## src/rtl/fu_result_queue.sv

```systemverilog
// fu_result_queue: in-order FIFO holding completed FU packets until the CDB arbiter grants them
module fu_result_queue #(
  parameter int DEPTH = 4,
  parameter int PKT_W = 38,
  parameter int CNT_W = $clog2(DEPTH) + 1
) (
  input  logic             clk,
  input  logic             reset,
  input  logic             flush,
  input  logic             valid_in,
  input  logic [PKT_W-1:0] din,
  output logic             ready,
  output logic             valid_out,
  output logic [PKT_W-1:0] dout,
  input  logic             yumi_in,
  output logic [CNT_W-1:0] count,
  output logic             overflow
);
  localparam int AW = $clog2(DEPTH);
  logic [PKT_W-1:0] mem_q [DEPTH];
  logic [AW-1:0] rd_ptr_q, rd_ptr_d, wr_ptr_q, wr_ptr_d;
  logic [CNT_W-1:0] count_q, count_d;
  logic overflow_q, overflow_d;
  logic clr, enq, deq;
  assign ready     = count_q != CNT_W'(DEPTH);
  assign valid_out = count_q != '0;
  assign dout      = mem_q[rd_ptr_q];
  assign count     = count_q;
  assign overflow  = overflow_q;
  assign clr = reset | flush;
  assign enq = valid_in & ready & ~clr;
  assign deq = yumi_in & valid_out & ~clr;
  // flush squashes contents but keeps the sticky overflow flag
  always_comb begin
    rd_ptr_d   = clr ? '0 : rd_ptr_q + AW'(deq);
    wr_ptr_d   = clr ? '0 : wr_ptr_q + AW'(enq);
    count_d    = clr ? '0 : count_q + CNT_W'(enq) - CNT_W'(deq);
    overflow_d = reset ? 1'b0 : overflow_q | (valid_in & ~ready & ~flush);
  end
  always_ff @(posedge clk) begin
    rd_ptr_q   <= rd_ptr_d;
    wr_ptr_q   <= wr_ptr_d;
    count_q    <= count_d;
    overflow_q <= overflow_d;
  end
  always_ff @(posedge clk) begin
    if (enq) mem_q[wr_ptr_q] <= din;
  end
endmodule

```

## config.mk

```make
export PLATFORM = sky130hd
export DESIGN_NAME = fu_result_queue
export DESIGN_NICKNAME = d
export VERILOG_FILES = /design/src/rtl/fu_result_queue.sv
export SDC_FILE = /design/constraint.sdc
export NUM_CORES = 1
export LEC_CHECK = 0
export ABC_AREA = 1
export ABC_CLOCK_PERIOD_IN_PS = 5200
export CAP_MARGIN = 20
export CORE_MARGIN = 2
export CORE_UTILIZATION = 45
export CTS_CLUSTER_DIAMETER = 30
export DETAILED_ROUTE_END_ITERATION = 12
export PLACE_DENSITY = 0.68
export SYNTH_ARGS = -nofsm -noshare
export SYNTH_HDL_FRONTEND = slang
export SYNTH_SLANG_ARGS = --single-unit
```

## constraint.sdc

```tcl
create_clock -name clk -period 5.2 [get_ports clk]
set_clock_uncertainty 0.05 [all_clocks]
set_input_delay 0.52 -clock clk [delete_from_list [all_inputs] [get_ports clk]]
set_output_delay 0.52 -clock clk [all_outputs]
set_load 0.05 [all_outputs]
```

==> flow_metrics.tcl, run 1 <==
set metrics [dict create \
    result_of_the_run "finished, final reports clean" \
    relSlewSlack_pct 38.2 \
    worst_hold_path_type "flip-flop to flip-flop" \
    syn-cell-area_sq_um 6060 \
    global_route.overflow_total 0 \
    post_synth_mux_area_share_pct 0 \
    synthesis.instances 426 \
    final_period_minus_worst_setup_slack_ps 3710 \
    routed_via_density 5.27 \
    port_buffers 86 \
    power_per_cell_area_nw_per_um2 349 \
    drv_slew 0 \
    pin_count_of_the_biggest_net_entering_global_routing 78 \
    hold_viol 0 \
    rsz0062_at_grt "no" \
    synth_enable_flop_cells 152 \
    detail_route.drc_violations 0 \
    critical-path-slowest-cell "sky130_fd_sc_hd__dfxtp_2" \
    num-fill-cells 1048 \
    post_cts_resize_count 0 \
    regArea_sq_um 4730 \
    grt_first_pass_wirelength_microns 19300 \
    finalWeightedCongestion 0.694 \
    place_hpwl_microns 6810 \
    rows 42 \
    routed_wire_length_per_instance_microns 17.4 \
    initialDrtViolationCount 302 \
    endpoint_kind "primary output" \
    synth.distinct_cells 26 \
    cts_max_level 4 \
    hold_path.startpoint "overflow" \
    post_cts_buffers 0 \
    power.ir.vdd_worst_v 0.000200 \
    cp.arrival_ps 3140 \
    syn_area_per_cell_sq_um 14.2 \
    setup_total_negative_slack_ps 0 \
    worst_r2r_path_depth 5 \
    maxClockFrequency_mhz 270 \
    cp-start-kind "flip-flop" \
    setup_viol 0 \
    synth_xor_area_share_pct 0.433 \
    synth_simple_gate_area_share_pct 6.87 \
    pin_count 87 \
    cts_tree "yes" \
    r2r_slack_ps 2780 \
    synthArstFlopShare_pct 0 \
    drt_first_pass_iters 4 \
    leakagePower_nw 2.52 \
    ys_seq_area_share_pct 77.9 \
    cp_data_required_time_ps 4630 \
    list_of_cells_traversed_by_the_critical_path "inv_4, o21ai_0, o22ai_1, clkdlybuf4s50_1" \
    antenna_found_initial 0 \
    dominantRegCellSynth "sky130_fd_sc_hd__edfxtp_1" \
    die_span_x_microns 120 \
    clock_path_buffers 2 \
    synth-adder-area-share_pct 0.743 \
    reg2reg_from "count[1]" \
    grt.total_usage_pct 18.0 \
    worst_path_largest_cell_delay_ps 930 \
    hold_buffers 0 \
    finalCritPeriodShare_pct 71.3 \
    tightest_slew_ps 928 \
    cell_family_contributing_the_most_delay_on_the_critical_path "buffers and inverters" \
    worstSetupStartpoint "rd_ptr_q[0]" \
    hold_depth 2 \
    synth_top_family_by_area "compound AO/OA/AOI/OAI gates" \
    yosysWarningCount 0 \
    cts-root-buf "sky130_fd_sc_hd__clkbuf_16" \
    min_delay_worst_endpoint "overflow" \
    layout_net_count 558 \
    finalHoldWorstSlack_ps 421 \
    fraction_of_final_layout_cells_sized_beyond_drive_strength_1_pct 7.84 \
    die_y_microns 120 \
    tritoncts.num_buffers 17 \
    cp.buffers_inverters 2 \
    ys_ff_latch 160 \
    num_antenna_cells 0 \
    clk_pin_slew_worst_paths_ps 60 \
    crit_path_max_fanout 77 \
    route.final.wire_length_microns 12200 \
    floorplan.initialDensity_pct 46.0 \
    dr_total_vias 3685 \
    synth_compound_area_share_pct 10.3 \
    postRouteAntennaNets 0 \
    grt_pass1_vias 3678 \
    synth_to_final_area_change_pct 24.6 \
    critical_path.reg2reg.endpoint "mem_q[0][15]" \
    max-cap-violations 0 \
    floorplan.core_area_sq_um 13200 \
    syn_nets 472 \
    combined_area_of_the_multi_input_logic_cells_sq_um 1130 \
    crit_type "flip-flop to primary output" \
    cts.sink_count 160 \
    die_area_sq_um 14400 \
    clk-insertion-delay-late_ps 410 \
]
-- through the flow --
step                instance area (sq um)  util, %  setup WS [ps]  power, mW  cells
floorplan                            6060        -            540       1.51    426
global placement                     7040     53.4           2070       1.57    669
detailed placement                   7040     53.4           1980       1.58    669
CTS                                  7550     57.3           1480       2.66    699
global route                         7550     57.3           1270       2.72    699
finish                               7550     57.3           1490       2.64    699
-- cell families after synthesis --
logic type / count (synthesis)
xor gates and xnor gates: 3
DFF: 160
buffers and inverters: 40
and+or+nand+nor: 105
AOI/OAI and AO/OA: 115
adders and majority gates: 3
-- where the power goes --
part	switching, mW	internal [mW]	leakage, nW
Combinational	0.0725	0.0506	0.835
Sequential	0.00320	1.42	1.44
Clock	0.446	0.643	0.251
Total	0.522	2.12	2.52
-- cell usage in the layout (no fill, tap or decap) --
cell type / n
sky130_fd_sc_hd__buf_4: 6
sky130_fd_sc_hd__bufinv_16: 1
sky130_fd_sc_hd__clkbuf_1: 4
sky130_fd_sc_hd__clkbuf_16: 17
sky130_fd_sc_hd__clkdlybuf4s50_1: 86
sky130_fd_sc_hd__clkinv_1: 2
sky130_fd_sc_hd__clkinv_2: 5
sky130_fd_sc_hd__clkinvlp_4: 1
sky130_fd_sc_hd__dfxtp_1: 7
sky130_fd_sc_hd__dfxtp_2: 1
sky130_fd_sc_hd__edfxtp_1: 152
sky130_fd_sc_hd__fa_1: 1
sky130_fd_sc_hd__ha_1: 2
sky130_fd_sc_hd__inv_1: 12
sky130_fd_sc_hd__inv_2: 2
sky130_fd_sc_hd__inv_4: 1
sky130_fd_sc_hd__nand2_1: 10
sky130_fd_sc_hd__nand2_2: 1
sky130_fd_sc_hd__nand3_1: 3
sky130_fd_sc_hd__nand3_2: 1
sky130_fd_sc_hd__nand4_1: 1
sky130_fd_sc_hd__nor2_1: 84
sky130_fd_sc_hd__nor2_2: 1
sky130_fd_sc_hd__nor3_2: 4
sky130_fd_sc_hd__o21ai_0: 73
sky130_fd_sc_hd__o21ai_1: 4
sky130_fd_sc_hd__o22ai_1: 38
sky130_fd_sc_hd__xnor2_1: 1
sky130_fd_sc_hd__xor2_1: 2
-- worst register-to-register path: stages, from the launching register on --
cell and delay, ps:
sky130_fd_sc_hd__dfxtp_1 380, sky130_fd_sc_hd__inv_1 90, sky130_fd_sc_hd__nand3_1 120, sky130_fd_sc_hd__nand3_2 180
sky130_fd_sc_hd__nor3_2 660, sky130_fd_sc_hd__buf_4 550
-- worst max-delay path by stage --
stage | cells past startpoint | endpoint
2_1_floorplan | 4 | mem_q[0][0]
3_3_place_gp | 4 | dout[36]
3_5_place_dp | 4 | dout[24]
4_1_cts | 4 | dout[28]
5_1_grt | 4 | dout[13]
6_report | 4 | dout[13]
-- synthesized netlist by cell type, types with 2 or more instances --
| master | count | area (sq um) |
|---|---|---|
| sky130_fd_sc_hd__nand2_1 | 10 | 37.5 |
| sky130_fd_sc_hd__nor3_1 | 4 | 20.0 |
| sky130_fd_sc_hd__edfxtp_1 | 152 | 4560 |
| sky130_fd_sc_hd__o21ai_0 | 73 | 365 |
| sky130_fd_sc_hd__xor2_1 | 2 | 17.5 |
| sky130_fd_sc_hd__clkbuf_2 | 3 | 15.0 |
| sky130_fd_sc_hd__ha_1 | 2 | 25.0 |
| sky130_fd_sc_hd__o22ai_1 | 38 | 238 |
| sky130_fd_sc_hd__dfxtp_1 | 8 | 160 |
| sky130_fd_sc_hd__inv_1 | 12 | 45.0 |
| sky130_fd_sc_hd__nand3_1 | 3 | 15.0 |
| sky130_fd_sc_hd__clkbuf_1 | 4 | 15.0 |
| sky130_fd_sc_hd__buf_2 | 9 | 45.0 |
| sky130_fd_sc_hd__inv_2 | 2 | 7.51 |
| sky130_fd_sc_hd__buf_6 | 7 | 78.8 |
| sky130_fd_sc_hd__o21ai_1 | 4 | 20.0 |
| sky130_fd_sc_hd__nor2_1 | 84 | 315 |
-- flip-flops by register name, summed over array words and instances, names as in the netlist --
register  cells
count         3
mem_q       152
overflow      1
rd_ptr_q      2
wr_ptr_q      2
-- final cells by class --
type / count / share of cell area (%)
clock buffer: 21 / 5.83
clock inverter: 9 / 0.928
inverter: 15 / 0.779
multi-input combinational: 226 / 15.0
sequential: 160 / 62.6
tap: 176 / 2.92
timing repair buffer: 92 / 12.0
-- layer usage --
metal	part of all wire, %	track usage [%]	routed length, microns
met1	42	22.1	5150
met2	52	30.0	6330
met3	4.7	5.13	576
met4	1.1	7.28	130
met5	0	0	0
Note: power is estimated with default switching activity, not from simulation.
==> run 2: changes to the inputs <==
Settings changed: ABC_CLOCK_PERIOD_IN_PS 5200 to 3200, PLACE_DENSITY 0.68 to 0.71.
Clock period 5.2 ns to 3.2 ns, I/O delays scaled along.
==> run 2 against run 1 <==
  * Power grew 69%
  * Highest routed layer unchanged
  * Sequential share of layout area is 0.50 points lower
  * Count of clock-buffer cells in the layout decreased by 3
  * Worst hold slack better by 25 ps
  * Clock power rose by 79%
  * Largest cell class unchanged
  * Register-to-register slack worse by 1700 ps
  * Via count is 1.9% lower
  * Routed wire length decreased by 0.43%
==> flow_metrics.tcl, run 2 (same netlist as run 1, synthesis figures left out) <==
set metrics [dict create \
    result_of_the_run "finished, final reports clean" \
    power_per_cell_area_nw_per_um2 586 \
    worst_r2r_path_depth 9 \
    worstSetupEndpoint "dout[27]" \
    route.final.wire_length_microns 12100 \
    clk-insertion-delay-late_ps 410 \
    relSlewSlack_pct 50.5 \
    cp_data_required_time_ps 2830 \
    critical-path-slowest-cell "sky130_fd_sc_hd__dfxtp_2" \
    maxClockFrequency_mhz 359 \
    postRouteAntennaNets 0 \
    pin_count_of_the_biggest_net_entering_global_routing 78 \
    power.ir.vdd_worst_v 0.000433 \
    clk_pin_slew_worst_paths_ps 60 \
    finalWeightedCongestion 0.816 \
    grt_first_pass_wirelength_microns 18800 \
    cts.sink_count 160 \
    layout_net_count 560 \
    tritoncts.num_buffers 17 \
    final_common_cell "sky130_fd_sc_hd__edfxtp_1" \
    layout.cells.most_common_list "sky130_fd_sc_hd__edfxtp_1 (152), sky130_fd_sc_hd__nor2_1 (84), sky130_fd_sc_hd__o21ai_0 (73), sky130_fd_sc_hd__clkdlybuf4s50_1 (48), sky130_fd_sc_hd__buf_4 (42)" \
    critPathMostFrequentCell "sky130_fd_sc_hd__buf_4" \
    post_cts_buffers 0 \
    die_y_microns 120 \
    global_route.overflow_total 0 \
    post_cts_resize_count 0 \
    die_span_x_microns 120 \
    largest_register "mem_q" \
    r2r_slack_ps 1070 \
    final_period_minus_worst_setup_slack_ps 2790 \
    drv_slew 0 \
    crit_path_max_fanout 43 \
    rows 42 \
    report.power.total_mw 4.46 \
    dr_total_vias 3614 \
    die_area_sq_um 14400 \
    hold_viol 0 \
    floorplan.initialDensity_pct 46.0 \
    hold_buffers 0 \
    setup_viol 0 \
    cts_max_level 4 \
    num_antenna_cells 0 \
    finalCritPeriodShare_pct 87.1 \
    drt_first_pass_iters 4 \
    placed_area_sq_um 7040 \
    placed_cells_incl_taps 671 \
    initialDrtViolationCount 396 \
    worst_hold_path_type "flip-flop to flip-flop" \
    final_cells 703 \
    port_buffers 86 \
    cts_tree "yes" \
    setup_total_negative_slack_ps 0 \
    pin_count 87 \
    clock_path_buffers 2 \
    worstSetupStartpoint "rd_ptr_q[0]" \
    cp-start-kind "flip-flop" \
    endpoint_kind "primary output" \
    routed_via_density 5.14 \
    reg2reg_from "count[1]" \
    max-cap-violations 0 \
    routed_wire_length_per_instance_microns 17.3 \
    detail_route.drc_violations 0 \
    rsz0062_at_grt "no" \
    floorplan.core_area_sq_um 13200 \
    grt.total_usage_pct 17.6 \
    tightest_slew_ps 742 \
    synth_to_final_area_change_pct 25.6 \
    grt_pass1_vias 3691 \
    crit_type "flip-flop to primary output" \
    list_of_cells_traversed_by_the_critical_path "buf_4, o21ai_0, o22ai_1, buf_4" \
    largest_register_ffs 152 \
    fraction_of_final_layout_cells_sized_beyond_drive_strength_1_pct 15.7 \
    cts-root-buf "sky130_fd_sc_hd__clkbuf_16" \
    critical_path.reg2reg.endpoint "count[2]" \
    place_hpwl_microns 7050 \
    cp.arrival_ps 2420 \
    leakagePower_nw 2.62 \
    worst_path_largest_cell_delay_ps 810 \
    final_design_area_no_fill_sq_um 7610 \
    antenna_found_initial 0 \
]
==> run 2: changes by cell type in the layout (fill, tap and decap cells not counted) <==
cell,change
sky130_fd_sc_hd__clkinv_4,+1
sky130_fd_sc_hd__nor3_2,-4
sky130_fd_sc_hd__clkbuf_1,-3
sky130_fd_sc_hd__buf_12,+4
sky130_fd_sc_hd__nor3_4,+4
sky130_fd_sc_hd__clkinvlp_4,+1
sky130_fd_sc_hd__buf_4,+36
sky130_fd_sc_hd__clkinv_2,-2
sky130_fd_sc_hd__bufinv_16,+2
sky130_fd_sc_hd__clkdlybuf4s50_1,-38
sky130_fd_sc_hd__clkinv_1,+3
==> run 2: layout make-up <==
cell class                      instances  area, sq um
Clock buffer                           18          429
Clock inverter                         14          148
Fill cell                            1060         5580
Inverter                               15         58.8
Multi-Input combinational cell        226         1160
Sequential cell                       160         4730
Tap cell                              176          220
Timing Repair Buffer                   94          876
==> run 2: per-stage QoR <==
step / hold slack, ps / setup WS [ps] / util, %
2_1_floorplan: 369 / -338 / -
3_3_place_gp: 398 / 770 / 53.3
3_5_place_dp: 427 / 657 / 53.3
4_1_cts: 444 / 401 / 57.7
5_1_grt: 460 / 227 / 57.7
6_report: 446 / 411 / 57.7
==> run 2: power by group <==
part	leakage (nW)	switching (mW)	internal [mW]
Combinational	0.902	0.118	0.0795
Clock	0.277	0.743	1.21
Sequential	1.44	0.00531	2.31
==> run 2: how the worst min path moves through the flow <==
stage | from | end | depth (start not counted)
floorplan | din[0] | mem_q[0][0] | 0
global placement | overflow | overflow | 2
detailed placement | overflow | overflow | 2
CTS | overflow | overflow | 2
global route | overflow | overflow | 2
finish | overflow | overflow | 2
==> run 2: routing by layer <==
| layer | global-route usage (%) | routed length (microns) |
|---|---|---|
| met1 | 21.3 | 5160 |
| met2 | 29.3 | 6210 |
| met3 | 5.13 | 529 |
| met4 | 8.01 | 239 |
| met5 | 0 | 0 |
==> run 2: worst max-delay path, delay by kind of cell (launching register included) <==
kind / cells / cell delay (ps)
flip-flops: 1 / 810
buffers and inverters: 2 / 760
AO/OA/AOI/OAI: 2 / 420
